File: src/rtl/w_order_scheduler_pkg.sv
// Shared types for the AXI switch W-path scheduler: the AW order queue entry and the
// scheduler FSM state.
package w_order_scheduler_pkg;

    // Entry fields are sized for up to 16 masters/slaves; narrower switches zero-extend.
    localparam int unsigned SchedSrcW = 4;
    localparam int unsigned SchedDstW = 4;

    typedef struct packed {
        logic [SchedSrcW-1:0] src;
        logic [SchedDstW-1:0] dst;
        logic [7:0]           len;
    } w_sched_entry_t;

    typedef enum logic {
        StIdle,
        StBurst
    } w_sched_state_e;

endpackage

File: src/rtl/sync_fifo.sv
// Single-clock FIFO with registered occupancy, exposing the head and the entry behind it.
// Depth must be a power of two so the pointers wrap naturally.
module sync_fifo #(
    parameter int unsigned Width = 8,
    parameter int unsigned Depth = 4,
    parameter int unsigned AddrW = (Depth > 1) ? $clog2(Depth) : 1
) (
    input  logic             clk,
    input  logic             rstn,
    input  logic             push_i,
    input  logic             pop_i,
    input  logic [Width-1:0] data_i,
    output logic             full_o,
    output logic             empty_o,
    output logic [AddrW:0]   count_o,
    output logic [Width-1:0] head_o,
    output logic [Width-1:0] next_o
);

    logic [Width-1:0] mem_q [Depth];
    logic [AddrW-1:0] rptr_q;
    logic [AddrW-1:0] wptr_q;
    logic [AddrW:0]   cnt_q;
    logic             do_push;
    logic             do_pop;

    assign full_o  = (cnt_q == (AddrW + 1)'(Depth));
    assign empty_o = (cnt_q == '0);
    assign do_pop  = pop_i & ~empty_o;
    // A pop frees the head slot this cycle, so a push alongside it is accepted even when full.
    assign do_push = push_i & (~full_o | do_pop);
    assign count_o = cnt_q;
    assign head_o  = mem_q[rptr_q];
    assign next_o  = mem_q[rptr_q + AddrW'(1)];

    always_ff @(posedge clk or negedge rstn) begin
        if (!rstn) begin
            rptr_q <= '0;
            wptr_q <= '0;
            cnt_q  <= '0;
        end else begin
            if (do_push) begin
                wptr_q <= wptr_q + AddrW'(1);
            end
            if (do_pop) begin
                rptr_q <= rptr_q + AddrW'(1);
            end
            if (do_push && !do_pop) begin
                cnt_q <= cnt_q + (AddrW + 1)'(1);
            end else if (do_pop && !do_push) begin
                cnt_q <= cnt_q - (AddrW + 1)'(1);
            end
        end
    end

    always_ff @(posedge clk) begin
        if (do_push) begin
            mem_q[wptr_q] <= data_i;
        end
    end

endmodule

File: src/rtl/w_order_scheduler.sv
// W-path scheduler: queues AW grants in order and steers the shared W bus to one master at a
// time, closing each burst on the beat count or WLAST.
module w_order_scheduler
    import w_order_scheduler_pkg::*;
#(
    parameter int unsigned N     = 2,
    parameter int unsigned M     = 2,
    parameter int unsigned DEPTH = 4,
    parameter int unsigned LOG_N = (N > 1) ? $clog2(N) : 1,
    parameter int unsigned LOG_M = (M > 1) ? $clog2(M) : 1,
    parameter int unsigned LOG_D = $clog2(DEPTH)
) (
    input  logic             clk,
    input  logic             rstn,
    input  logic             awPush_i,
    input  logic [LOG_N-1:0] awSrc_i,
    input  logic [LOG_M-1:0] awDst_i,
    input  logic [7:0]       awLen_i,
    output logic             awFull_o,
    input  logic [N-1:0]     wVld_i,
    input  logic [N-1:0]     wLast_i,
    output logic [N-1:0]     wGrant_o,
    output logic [N-1:0]     busWVld_o,
    input  logic             busWRdy_i,
    output logic [LOG_N-1:0] busWSrc_o,
    output logic [LOG_M-1:0] busWDst_o,
    output logic [LOG_D:0]   outstanding_o,
    output logic             protErr_o
);

    localparam int unsigned EntryW = $bits(w_sched_entry_t);

    w_sched_state_e   state_q, state_d;
    logic [LOG_N-1:0] src_q, src_d;
    logic [LOG_M-1:0] dst_q, dst_d;
    logic [7:0]       cnt_q, cnt_d;
    logic             perr_q, perr_d;

    w_sched_entry_t aw_entry;
    w_sched_entry_t head_entry;
    w_sched_entry_t next_entry;
    w_sched_entry_t load_entry;
    logic           fifo_full;
    logic           fifo_empty;
    logic [LOG_D:0] fifo_cnt;
    logic           pop;
    logic           load;
    logic           beat;
    logic           burst_end;
    logic           cnt_zero;
    logic           last;
    logic           unused_entry_hi;

    assign aw_entry = '{src: SchedSrcW'(awSrc_i), dst: SchedDstW'(awDst_i), len: awLen_i};
    assign unused_entry_hi = ^{load_entry.src, load_entry.dst};

    sync_fifo #(
        .Width(EntryW),
        .Depth(DEPTH)
    ) u_fifo (
        .clk    (clk),
        .rstn   (rstn),
        .push_i (awPush_i),
        .pop_i  (pop),
        .data_i (aw_entry),
        .full_o (fifo_full),
        .empty_o(fifo_empty),
        .count_o(fifo_cnt),
        .head_o (head_entry),
        .next_o (next_entry)
    );

    always_comb begin
        state_d    = state_q;
        src_d      = src_q;
        dst_d      = dst_q;
        cnt_d      = cnt_q;
        pop        = 1'b0;
        load       = 1'b0;
        load_entry = head_entry;
        beat       = 1'b0;
        burst_end  = 1'b0;
        cnt_zero   = (cnt_q == 8'd0);
        last       = wLast_i[src_q];
        wGrant_o   = '0;
        busWVld_o  = '0;
        busWSrc_o  = '0;
        busWDst_o  = '0;

        unique case (state_q)
            StIdle: begin
                if (!fifo_empty) begin
                    load    = 1'b1;
                    state_d = StBurst;
                end
            end
            StBurst: begin
                wGrant_o[src_q]  = 1'b1;
                busWVld_o[src_q] = wVld_i[src_q];
                busWSrc_o        = src_q;
                busWDst_o        = dst_q;
                beat             = wVld_i[src_q] & busWRdy_i;
                burst_end        = beat & (cnt_zero | last);
                if (burst_end) begin
                    pop = 1'b1;
                    // Chain straight into the following burst, which may be arriving right now.
                    if (fifo_cnt > (LOG_D + 1)'(1)) begin
                        load       = 1'b1;
                        load_entry = next_entry;
                    end else if (awPush_i) begin
                        load       = 1'b1;
                        load_entry = aw_entry;
                    end else begin
                        state_d = StIdle;
                    end
                end else if (beat) begin
                    cnt_d = cnt_q - 8'd1;
                end
            end
            default: state_d = StIdle;
        endcase

        if (load) begin
            src_d = LOG_N'(load_entry.src);
            dst_d = LOG_M'(load_entry.dst);
            cnt_d = load_entry.len;
        end

        perr_d = (burst_end & (cnt_zero ^ last)) | (awPush_i & fifo_full & ~pop);
    end

    always_ff @(posedge clk or negedge rstn) begin
        if (!rstn) begin
            state_q <= StIdle;
            src_q   <= '0;
            dst_q   <= '0;
            cnt_q   <= '0;
            perr_q  <= 1'b0;
        end else begin
            state_q <= state_d;
            src_q   <= src_d;
            dst_q   <= dst_d;
            cnt_q   <= cnt_d;
            perr_q  <= perr_d;
        end
    end

    assign awFull_o      = fifo_full;
    assign outstanding_o = fifo_cnt;
    assign protErr_o     = perr_q;

endmodule

File: config.mk
export PLATFORM = sky130hd
export DESIGN_NAME = w_order_scheduler
export DESIGN_NICKNAME = d
export VERILOG_FILES = /design/src/rtl/w_order_scheduler_pkg.sv /design/src/rtl/sync_fifo.sv /design/src/rtl/w_order_scheduler.sv
export SDC_FILE = /design/constraint.sdc
export NUM_CORES = 1
export LEC_CHECK = 0
export ABC_AREA = 1
export BUFFER_PORTS_ARGS = -buffer_cell sky130_fd_sc_hd__buf_2
export CAP_MARGIN = 5
export CORE_MARGIN = 2
export CORE_UTILIZATION = 44
export DETAILED_ROUTE_END_ITERATION = 6
export MAX_ROUTING_LAYER = met4
export SLEW_MARGIN = 25
export SYNTH_ARGS = -nofsm -noshare
export SYNTH_HDL_FRONTEND = slang
export SYNTH_SLANG_ARGS = --single-unit
File: constraint.sdc
create_clock -name clk -period 2.73 [get_ports clk]
set_clock_uncertainty 0.05 [all_clocks]
set_input_delay 0.4095 -clock clk [delete_from_list [all_inputs] [get_ports clk]]
set_output_delay 0.4095 -clock clk [all_outputs]
set_load 0.05 [all_outputs]
==> results of run 1 <==
-- per-layer routing --
metal  global-route usage  routed length, µm
met1                0.285               3980
met2                0.323               3560
met3               0.0366                392
met4               0.0809                141
met5                    -                  0
-- power breakdown --
part           leakage, µW  internal, µW  switching, µW
combinational      0.00118           794           1640
clock            0.0000791           324            349
sequential        0.000593          1220            177
-- sequential cells by signal, summed over array words and instances, names as in the netlist --
| signal | flops |
|---|---|
| cnt_q | 8 |
| dst_q | 1 |
| protErr_o | 1 |
| src_q | 1 |
| state_q | 1 |
| u_fifo.count_o | 3 |
| u_fifo.mem_q | 40 |
| u_fifo.rptr_q | 2 |
| u_fifo.wptr_q | 2 |
-- what timing repair did --
action,in CTS,in global routing
endpoints found under the setup margin,0,1
resized for setup,0,3
endpoints found under the hold margin,19,0
setup buffers,0,0
hold buffers,1,0
-- area by class of cell --
class / instances / area, µm² / share of cell area
inverter: 56 / 210 / 0.0536
multi-input combinational: 295 / 1520 / 0.388
tap: 102 / 128 / 0.0325
sequential: 59 / 1680 / 0.427
timing repair buffer: 39 / 225 / 0.0574
clock inverter: 5 / 30.0 / 0.00765
clock buffer: 11 / 131 / 0.0335
-- worst register-to-register path, cell delays in order (launching register included) --
cell and delay [ps]:
dfrtp_1 380, inv_1 160, ha_1 190, nand4_1 90, ha_1 230, inv_2 120, nand4_4 150, inv_2 110
nand2_1 120, ha_1 370, nor2_1 120, o21ai_0 110, xor2_1 150, inv_1 50
-- synth_stat cells, drive strengths merged --
cell type	instances	area, µm²
a21oi	14	70.1
a22oi	1	7.51
buf	12	77.6
clkbuf	1	3.75
dfrtp	19	475
edfxtp	40	1200
ha	12	150
inv	56	210
mux2i	1	10.0
nand2	118	482
nand3	29	160
nand4	3	25.0
nor2	47	196
nor3	1	5.00
o211ai	5	37.5
o21ai	41	205
o21bai	1	7.51
o22ai	2	12.5
or2	12	75.1
xnor2	3	26.3
xor2	5	43.8
-- logic make-up (layout without fill, tap and decap cells) --
| group | Yosys count | in the layout |
|---|---|---|
| simple gates | 210 | 210 |
| mux | 1 | 1 |
| flops | 59 | 59 |
| fa+ha+maj | 12 | 12 |
| compound gates | 64 | 64 |
| buf+inv | 69 | 111 |
| xor+xnor | 8 | 8 |
-- per-stage QoR --
stage | total power, µW | instances | cell area (µm²) | hold WS, ps | setup WS (ps)
after floorplan | 3250 | 423 | 3480 | 63.9 | 223
after global placement | 3810 | 550 | 3740 | 344 | 225
after detailed placement | 3830 | 550 | 3740 | 349 | 136
after CTS | 4520 | 567 | 3920 | 239 | 97.7
after global routing | 4920 | 567 | 3920 | 244 | 25.9
final | 4510 | 567 | 3920 | 248 | 225
-- path summary, 6_finish.rpt --
kind                                 endpoint  startpoint  depth (start not counted)  slack, ps
max                         u_fifo.count_o[2]    cnt_q[0]                         13        220
min                        u_fifo.mem_q[2][4]  awLen_i[4]                          1        250
max reg2reg                 u_fifo.count_o[2]    cnt_q[0]                         13        220
min reg2reg                          cnt_q[0]    cnt_q[0]                          2        440
max in group asynchronous    u_fifo.wptr_q[1]        rstn                          2       1790
min in group asynchronous            cnt_q[0]        rstn                          2        510
==> out/results.ini, run 1 <==
[critical_path]
critical_path.top_delay_family=adder cells
cpMostUsedCell=ha_1
cpMaxStageDelayCell=dfrtp_1
cp_max_fo=6
worstPathRequired_ps=2920
start_kind=flip-flop
endpoint_kind=flip-flop
slowest_delay_ps=380
critPathKind=flip-flop to flip-flop
arrival_ps=2690
crit_buf_inv=4
path_cells=inv_1 > ha_1 > nand4_1 > ha_1 > inv_2 > nand4_4 > inv_2 > nand2_1 > ha_1 > nor2_1 > o21ai_0 > xor2_1 > inv_1

[global_routing]
grt-ovfl-total=0
grt_pass1_vias=2688
grt_first_pass_wirelength_um=13400
grt.total_usage=0.212
grt_antenna_before_repair=0
grt_max_degree=23

[pwr]
irDropWorstVdd_mv=0.374
p_per_area_nw_per_um2=1150
p_leak_uw=0.00185

[sta]
drv_slew=0
min_period_ps=2510
setup_viol=0
worstMarginPinSlew_ps=484
finalCritPeriodShare=0.918
worst_slew_margin_rel=0.677
rsz0062_at_grt=false
max_freq_mhz=399
hold_viol=0
fin_setup_tns_ps=0

[detailed_routing]
drc=0
first_pass_iters=4
wl_per_cell_um=14.2
route.vias.total=2806
ant_nets=0
drt_wl_total_um=8080
vias_per_cell=4.95
initialDrtViolationCount=148

[yosys]
synthXorXnorAreaFrac=0.0201
ys_seq_area_frac=0.481
syn_area_um2=3480
synth_compound_area_frac=0.0977
netlist_instances=423
post_synth_and_or_nand_nor_area_fraction=0.271
syn_avg_cell_area_um2=8.23
syn_nets=453
ys_warn_count=0
synthMuxAreaShare=0.00287
synth_top_family_by_area=simple AND/OR/NAND/NOR gates
ys_ff_latch=59
synth-adder-area-share=0.0431
synth.distinct_cells=33

[final_layout]
fin_util=0.510
final_cell_mix=nand2_1, inv_1, nor2_1
drive_above_1_share=0.174
areaGrowthSynthToFinish_pct=12.7
final_common_cell=nand2_1
nNetsFinal=490
fill_cells=738
n_antenna_cell=0

[worst_hold_path]
min_path_type=input port to flip-flop

[clock_network]
clk_latency_ps=340
cts_tree=done
htree_levels=3
numCtsBuffers=9
root_buffer=clkbuf_8
cts.sinks=59
clk_pin_slew_ps=70
cts_buffer_depth=2

[placed_design]
post-dp-hpwl_um=5710
portBuffers=28
routabilityCongestion=0.875

[die]
die_w_um=93.0
rows=32
die_area_um2=8640
core-area_um2=7690
die_h_um=93.0
ios=29
start_util=0.453

[outcome]
status=finished, final reports clean

[flow_run]
drv_cap=0

Power figures use the tool's default switching activity.
==> run 2: changes to the inputs <==
==> constraint.sdc (replaced) <==
create_clock -name clk -period 2.73 [get_ports clk]
set_clock_uncertainty 0.05 [all_clocks]
set_input_delay 0.546 -clock clk [delete_from_list [all_inputs] [get_ports clk]]
set_output_delay 0.546 -clock clk [all_outputs]
set_load 0.05 [all_outputs]
==> run 2 against run 1 <==
Net effect:
- setup slack better by 97 ps
- largest cell class unchanged
- maximum frequency rose by 4.0%
- sequential share of layout area down 0.40 points
- global-route usage shrank 0.21 points
- core utilization is 0.49 points higher
- routed wire length up 0.42%
- non-clock buffer count stayed put
- clock-buffer cell count shrank 1
- combinational power barely moved
==> out/results.ini, run 2 (same netlist as run 1, synthesis figures left out) <==
[outcome]
status=finished, final reports clean

[die]
die_w_um=93.0  ; unchanged
core-area_um2=7690  ; unchanged
die_area_um2=8640  ; unchanged
die_h_um=93.0  ; unchanged
ios=29  ; unchanged
rows=32  ; unchanged
start_util=0.453  ; unchanged

[sta]
rsz0062_at_grt=false
worstMarginPinSlew_ps=574  ; +90.2 ps
setup_viol=0  ; unchanged
max_freq_mhz=415  ; +4.0%
fin_setup_tns_ps=0  ; unchanged
min_period_ps=2410  ; -96.7 ps
worst_slew_margin_rel=0.617  ; -0.0602
finalCritPeriodShare=0.882  ; -0.0354
hold_viol=0  ; unchanged
drv_slew=0  ; unchanged

[detailed_routing]
first_pass_iters=5  ; +1
wl_per_cell_um=14.3  ; +0.42%
route.vias.total=2831  ; +0.89%
ant_nets=0  ; unchanged
drt_wl_total_um=8110  ; +0.42%
initialDrtViolationCount=189  ; +28%
drc=0  ; unchanged
vias_per_cell=4.99  ; +0.89%

[final_layout]
drive_above_1_share=0.183  ; +0.00860
fill_cells=761  ; +3.1%
multiInputGateArea_um2=1540  ; +1.2%
areaGrowthSynthToFinish_pct=13.8
largest_register_ffs=40  ; unchanged
nNetsFinal=490  ; unchanged
fin_area_um2=3960  ; +0.96%
regArea_um2=1680  ; unchanged
largest-register=u_fifo.mem_q
fin_util=0.515  ; +0.00488
final_cell_mix=nand2_1, inv_1, nor2_1
final_common_cell=nand2_1
n_antenna_cell=0  ; unchanged

[clock_network]
numCtsBuffers=9  ; unchanged
cts_hold_buffers=0  ; -1
ctsResizeCount=0  ; unchanged
htree_levels=3  ; unchanged
clk_pin_slew_ps=70  ; about the same
cts_buffer_depth=2  ; unchanged
cts.sinks=59  ; unchanged
root_buffer=clkbuf_8
cts_setup_buffers=0  ; unchanged
cts_tree=done
clk_latency_ps=340  ; about the same

[critical_path]
critPathKind=flip-flop to flip-flop
start_kind=flip-flop
r2r.worst_path.cells=15  ; +2
r2r_start=cnt_q[3]
arrival_ps=2590  ; -100 ps
worstPathRequired_ps=2910  ; about the same
r2r_slack_ps=320  ; +100 ps
cp_max_fo=6  ; unchanged
crit_start=cnt_q[3]
endpoint_kind=flip-flop

[global_routing]
grt_pass1_vias=2649  ; -1.5%
grt_max_degree=23  ; unchanged
grt-ovfl-total=0  ; unchanged
grt_antenna_before_repair=0  ; unchanged
grt_first_pass_wirelength_um=13400  ; -0.72%
grt.total_usage=0.210  ; -0.00214

[pwr]
p_leak_uw=0.00187  ; +0.89%
p_total_uw=4630  ; +2.7%
p_per_area_nw_per_um2=1170  ; +1.7%
irDropWorstVdd_mv=0.346  ; -7.4%

[flow_run]
drv_cap=0  ; unchanged

[placed_design]
routabilityCongestion=0.820  ; -6.2%
post-dp-hpwl_um=5760  ; +0.91%
portBuffers=28  ; unchanged
dpl_cell_area_um2=3750  ; +0.20%

[worst_hold_path]
min_path_type=input port to async pin

[run 2: power by group]
group	total (µW)	switching [µW]	internal (µW)
Clock	752	338	413
Combinational	2470	1650	817
Sequential	1410	190	1220
Total	4630	2180	2450
[run 2: per-stage QoR]
step | worst slack (ps) | cells | hold WS (ps)
final | 321 | 567 | 97.1
after global routing | 42.0 | 567 | 104
after CTS | 100 | 567 | 100
after detailed placement | 135 | 551 | 422
after global placement | 219 | 551 | 414
after floorplan | 223 | 423 | 200
[run 2: layout make-up]
class                   count  share of cell area
flip-flops and latches     59               0.423
multi-input cells         295               0.389
repair buffers             39              0.0562
inverters                  56              0.0531
clock buffers              10              0.0322
well taps                 102              0.0322
clock inverters             6              0.0142
[run 2: layer usage]
metal	global-route usage	wire (µm)
met4	0.0748	54
met5	-	0
met1	0.290	3910
met3	0.0472	478
met2	0.304	3670
[run 2: path summary, 6_finish.rpt]
kind                                 endpoint
setup / recovery            u_fifo.count_o[2]
hold / removal                       cnt_q[4]
setup reg to reg            u_fifo.count_o[2]
hold reg to reg                      cnt_q[0]
max in group asynchronous    u_fifo.rptr_q[0]
min in group clk           u_fifo.mem_q[2][6]
[run 2: worst max-delay path, cell delays in order, from the launching register on]
cell     delay (ps)
dfrtp_1         400
nor2_1          140
nand3_1         120
inv_1            70
nand4_1          80
ha_1            230
inv_2           120
nand4_4         150
nand2_2         120
nand2_2         110
inv_2           110
ha_4            220
nor2_1           90
o21ai_0         100
xor2_1          130
inv_1            50
==> run 3: changes to the inputs <==
PLACE_DENSITY = 0.6   (was not set)
clock period = 3 ns   (was 2.73 ns; I/O delays follow)
==> run 3 against run 2 <==
Net effect:
- combinational power is 11% lower
- via count stayed put
- largest power group unchanged
- maximum frequency is 8.8% lower
- global-route usage is 0.14 points higher
- largest cell class unchanged
==> out/results.ini, run 3 (same netlist as run 1, synthesis figures left out) <==
[outcome]
status=finished, final reports clean

[detailed_routing]
ant_nets=0  ; unchanged
wl_per_cell_um=14.6  ; +2.0%
drc=0  ; unchanged
route.vias.total=2831  ; unchanged
initialDrtViolationCount=190  ; +0.53%
vias_per_cell=5.02  ; +0.53%
first_pass_iters=5  ; unchanged
drt_wl_total_um=8230  ; +1.5%

[critical_path]
cp_max_fo=4  ; -2
worstPathRequired_ps=3180  ; +270 ps
crit_start=cnt_q[3]
arrival_ps=2820  ; +230 ps
cpMaxStageDelayCell=dfrtp_1
endpoint_kind=flip-flop
r2r_start=cnt_q[3]
path_cells=nor2_2 > nand3_1 > inv_1 > nand4_1 > ha_1 > inv_1 > nand4_2 > inv_1 > nand2_1 > ha_1 > nor2_1 > o21ai_0 > xor2_1 > inv_1
cpMostUsedCell=inv_1
start_kind=flip-flop
slowest_delay_ps=400  ; about the same
critPathKind=flip-flop to flip-flop

[sta]
worstMarginPinSlew_ps=529  ; -45.0 ps
fin_setup_tns_ps=0  ; unchanged
worst_slew_margin_rel=0.647  ; +0.0300
setup_viol=0  ; unchanged
min_period_ps=2640  ; +232 ps
fin_ws_ps=359  ; +38.2 ps
drv_slew=0  ; unchanged
max_freq_mhz=379  ; -8.8%
hold_viol=0  ; unchanged
rsz0062_at_grt=false
finalCritPeriodShare=0.880  ; -0.00215

[final_layout]
fill_cells=751  ; -1.3%
n_antenna_cell=0  ; unchanged
largest-register=u_fifo.mem_q
final_cell_mix=nand2_1, inv_1, nor2_1
final_common_cell=nand2_1
nNetsFinal=487  ; -0.61%
largest_register_ffs=40  ; unchanged
areaGrowthSynthToFinish_pct=12.4
fin_util=0.509  ; -0.00602
drive_above_1_share=0.169  ; -0.0140

[clock_network]
cts.sinks=59  ; unchanged
cts_buffer_depth=2  ; unchanged
numCtsBuffers=9  ; unchanged
clk_pin_slew_ps=70  ; about the same
cts_tree=done
clk_latency_ps=340  ; about the same
htree_levels=3  ; unchanged
root_buffer=clkbuf_8

[placed_design]
post-dp-hpwl_um=5750  ; -0.14%
routabilityCongestion=0.834  ; +1.6%
portBuffers=28  ; unchanged
place_ws_ps=313  ; +177 ps

[die]
die_area_um2=8640  ; unchanged
start_util=0.453  ; unchanged
die_w_um=93.0  ; unchanged
ios=29  ; unchanged
core-area_um2=7690  ; unchanged
die_h_um=93.0  ; unchanged
rows=32  ; unchanged

[global_routing]
grt_max_degree=29  ; +26%
grt.total_usage=0.211  ; +0.00137
grt_pass1_vias=2648  ; -0.038%
grt_first_pass_wirelength_um=13500  ; +1.2%
grt-ovfl-total=0  ; unchanged
grt_antenna_before_repair=0  ; unchanged

[worst_hold_path]
min_path_type=input port to async pin

[flow_run]
drv_cap=0  ; unchanged

[pwr]
p_per_area_nw_per_um2=1070  ; -8.8%
p_leak_uw=0.00185  ; -0.68%
irDropWorstVdd_mv=0.409  ; +18%

## run 3: final timing paths
check                                          end  slack, ps  depth (start not counted)
max in group asynchronous        u_fifo.count_o[2]       2400                          1
worst max register to register   u_fifo.count_o[2]        360                         14
min in group clk                u_fifo.mem_q[2][4]        440                          1
worst min-delay path                      cnt_q[3]        160                          1
worst min register to register            cnt_q[0]        440                          2
worst max-delay path             u_fifo.count_o[2]        360                         14
## run 3: final cells by class
cell class / instances / area, µm² / area share
Timing Repair Buffer: 36 / 200 / 0.0511
Multi-Input combinational cell: 295 / 1520 / 0.387
Inverter: 56 / 210 / 0.0537
Clock buffer: 10 / 128 / 0.0326
Sequential cell: 59 / 1680 / 0.428
Clock inverter: 6 / 56.3 / 0.0144
Tap cell: 102 / 128 / 0.0326
## run 3: power by group
part	leakage [µW]	switching [µW]	internal [µW]
logic	0.00117	1490	700
clock network	0.0000935	321	376
registers	0.000593	177	1110
total	0.00185	1990	2190
## run 3: per-layer routing
metal / global-route usage / vias to the layer above / share of wire
met5: - / - / 0
met4: 0.0441 / 0 / 0.0095
met3: 0.0464 / 8 / 0.051
met2: 0.323 / 79 / 0.47
met1: 0.292 / 1311 / 0.47
li1: - / 1433 / -
## run 3: per-stage QoR
stage	area [µm²]	std cells	total power, µW	hold WS [ps]
after global placement	3730	548	3440	413
after detailed placement	3730	548	3470	418
after global routing	3920	564	4550	191
after floorplan	3480	423	2960	254
after CTS	3910	564	4180	174
final	3920	564	4180	161
## run 3: repair_timing
item,4_1_cts,5_1_grt
gates resized for setup,0,1
setup endpoints to repair,0,1
buffers inserted,0,0
hold buffers,0,0
## run 3: critical path: cells and delay by family (launching register included)
family	cells	cell delay, ps
and+or+nand+nor	6	820
adders and majority gates	2	600
xor gates and xnor gates	1	130
DFF	1	400
buffers and inverters	4	420
AOI/OAI and AO/OA	1	100
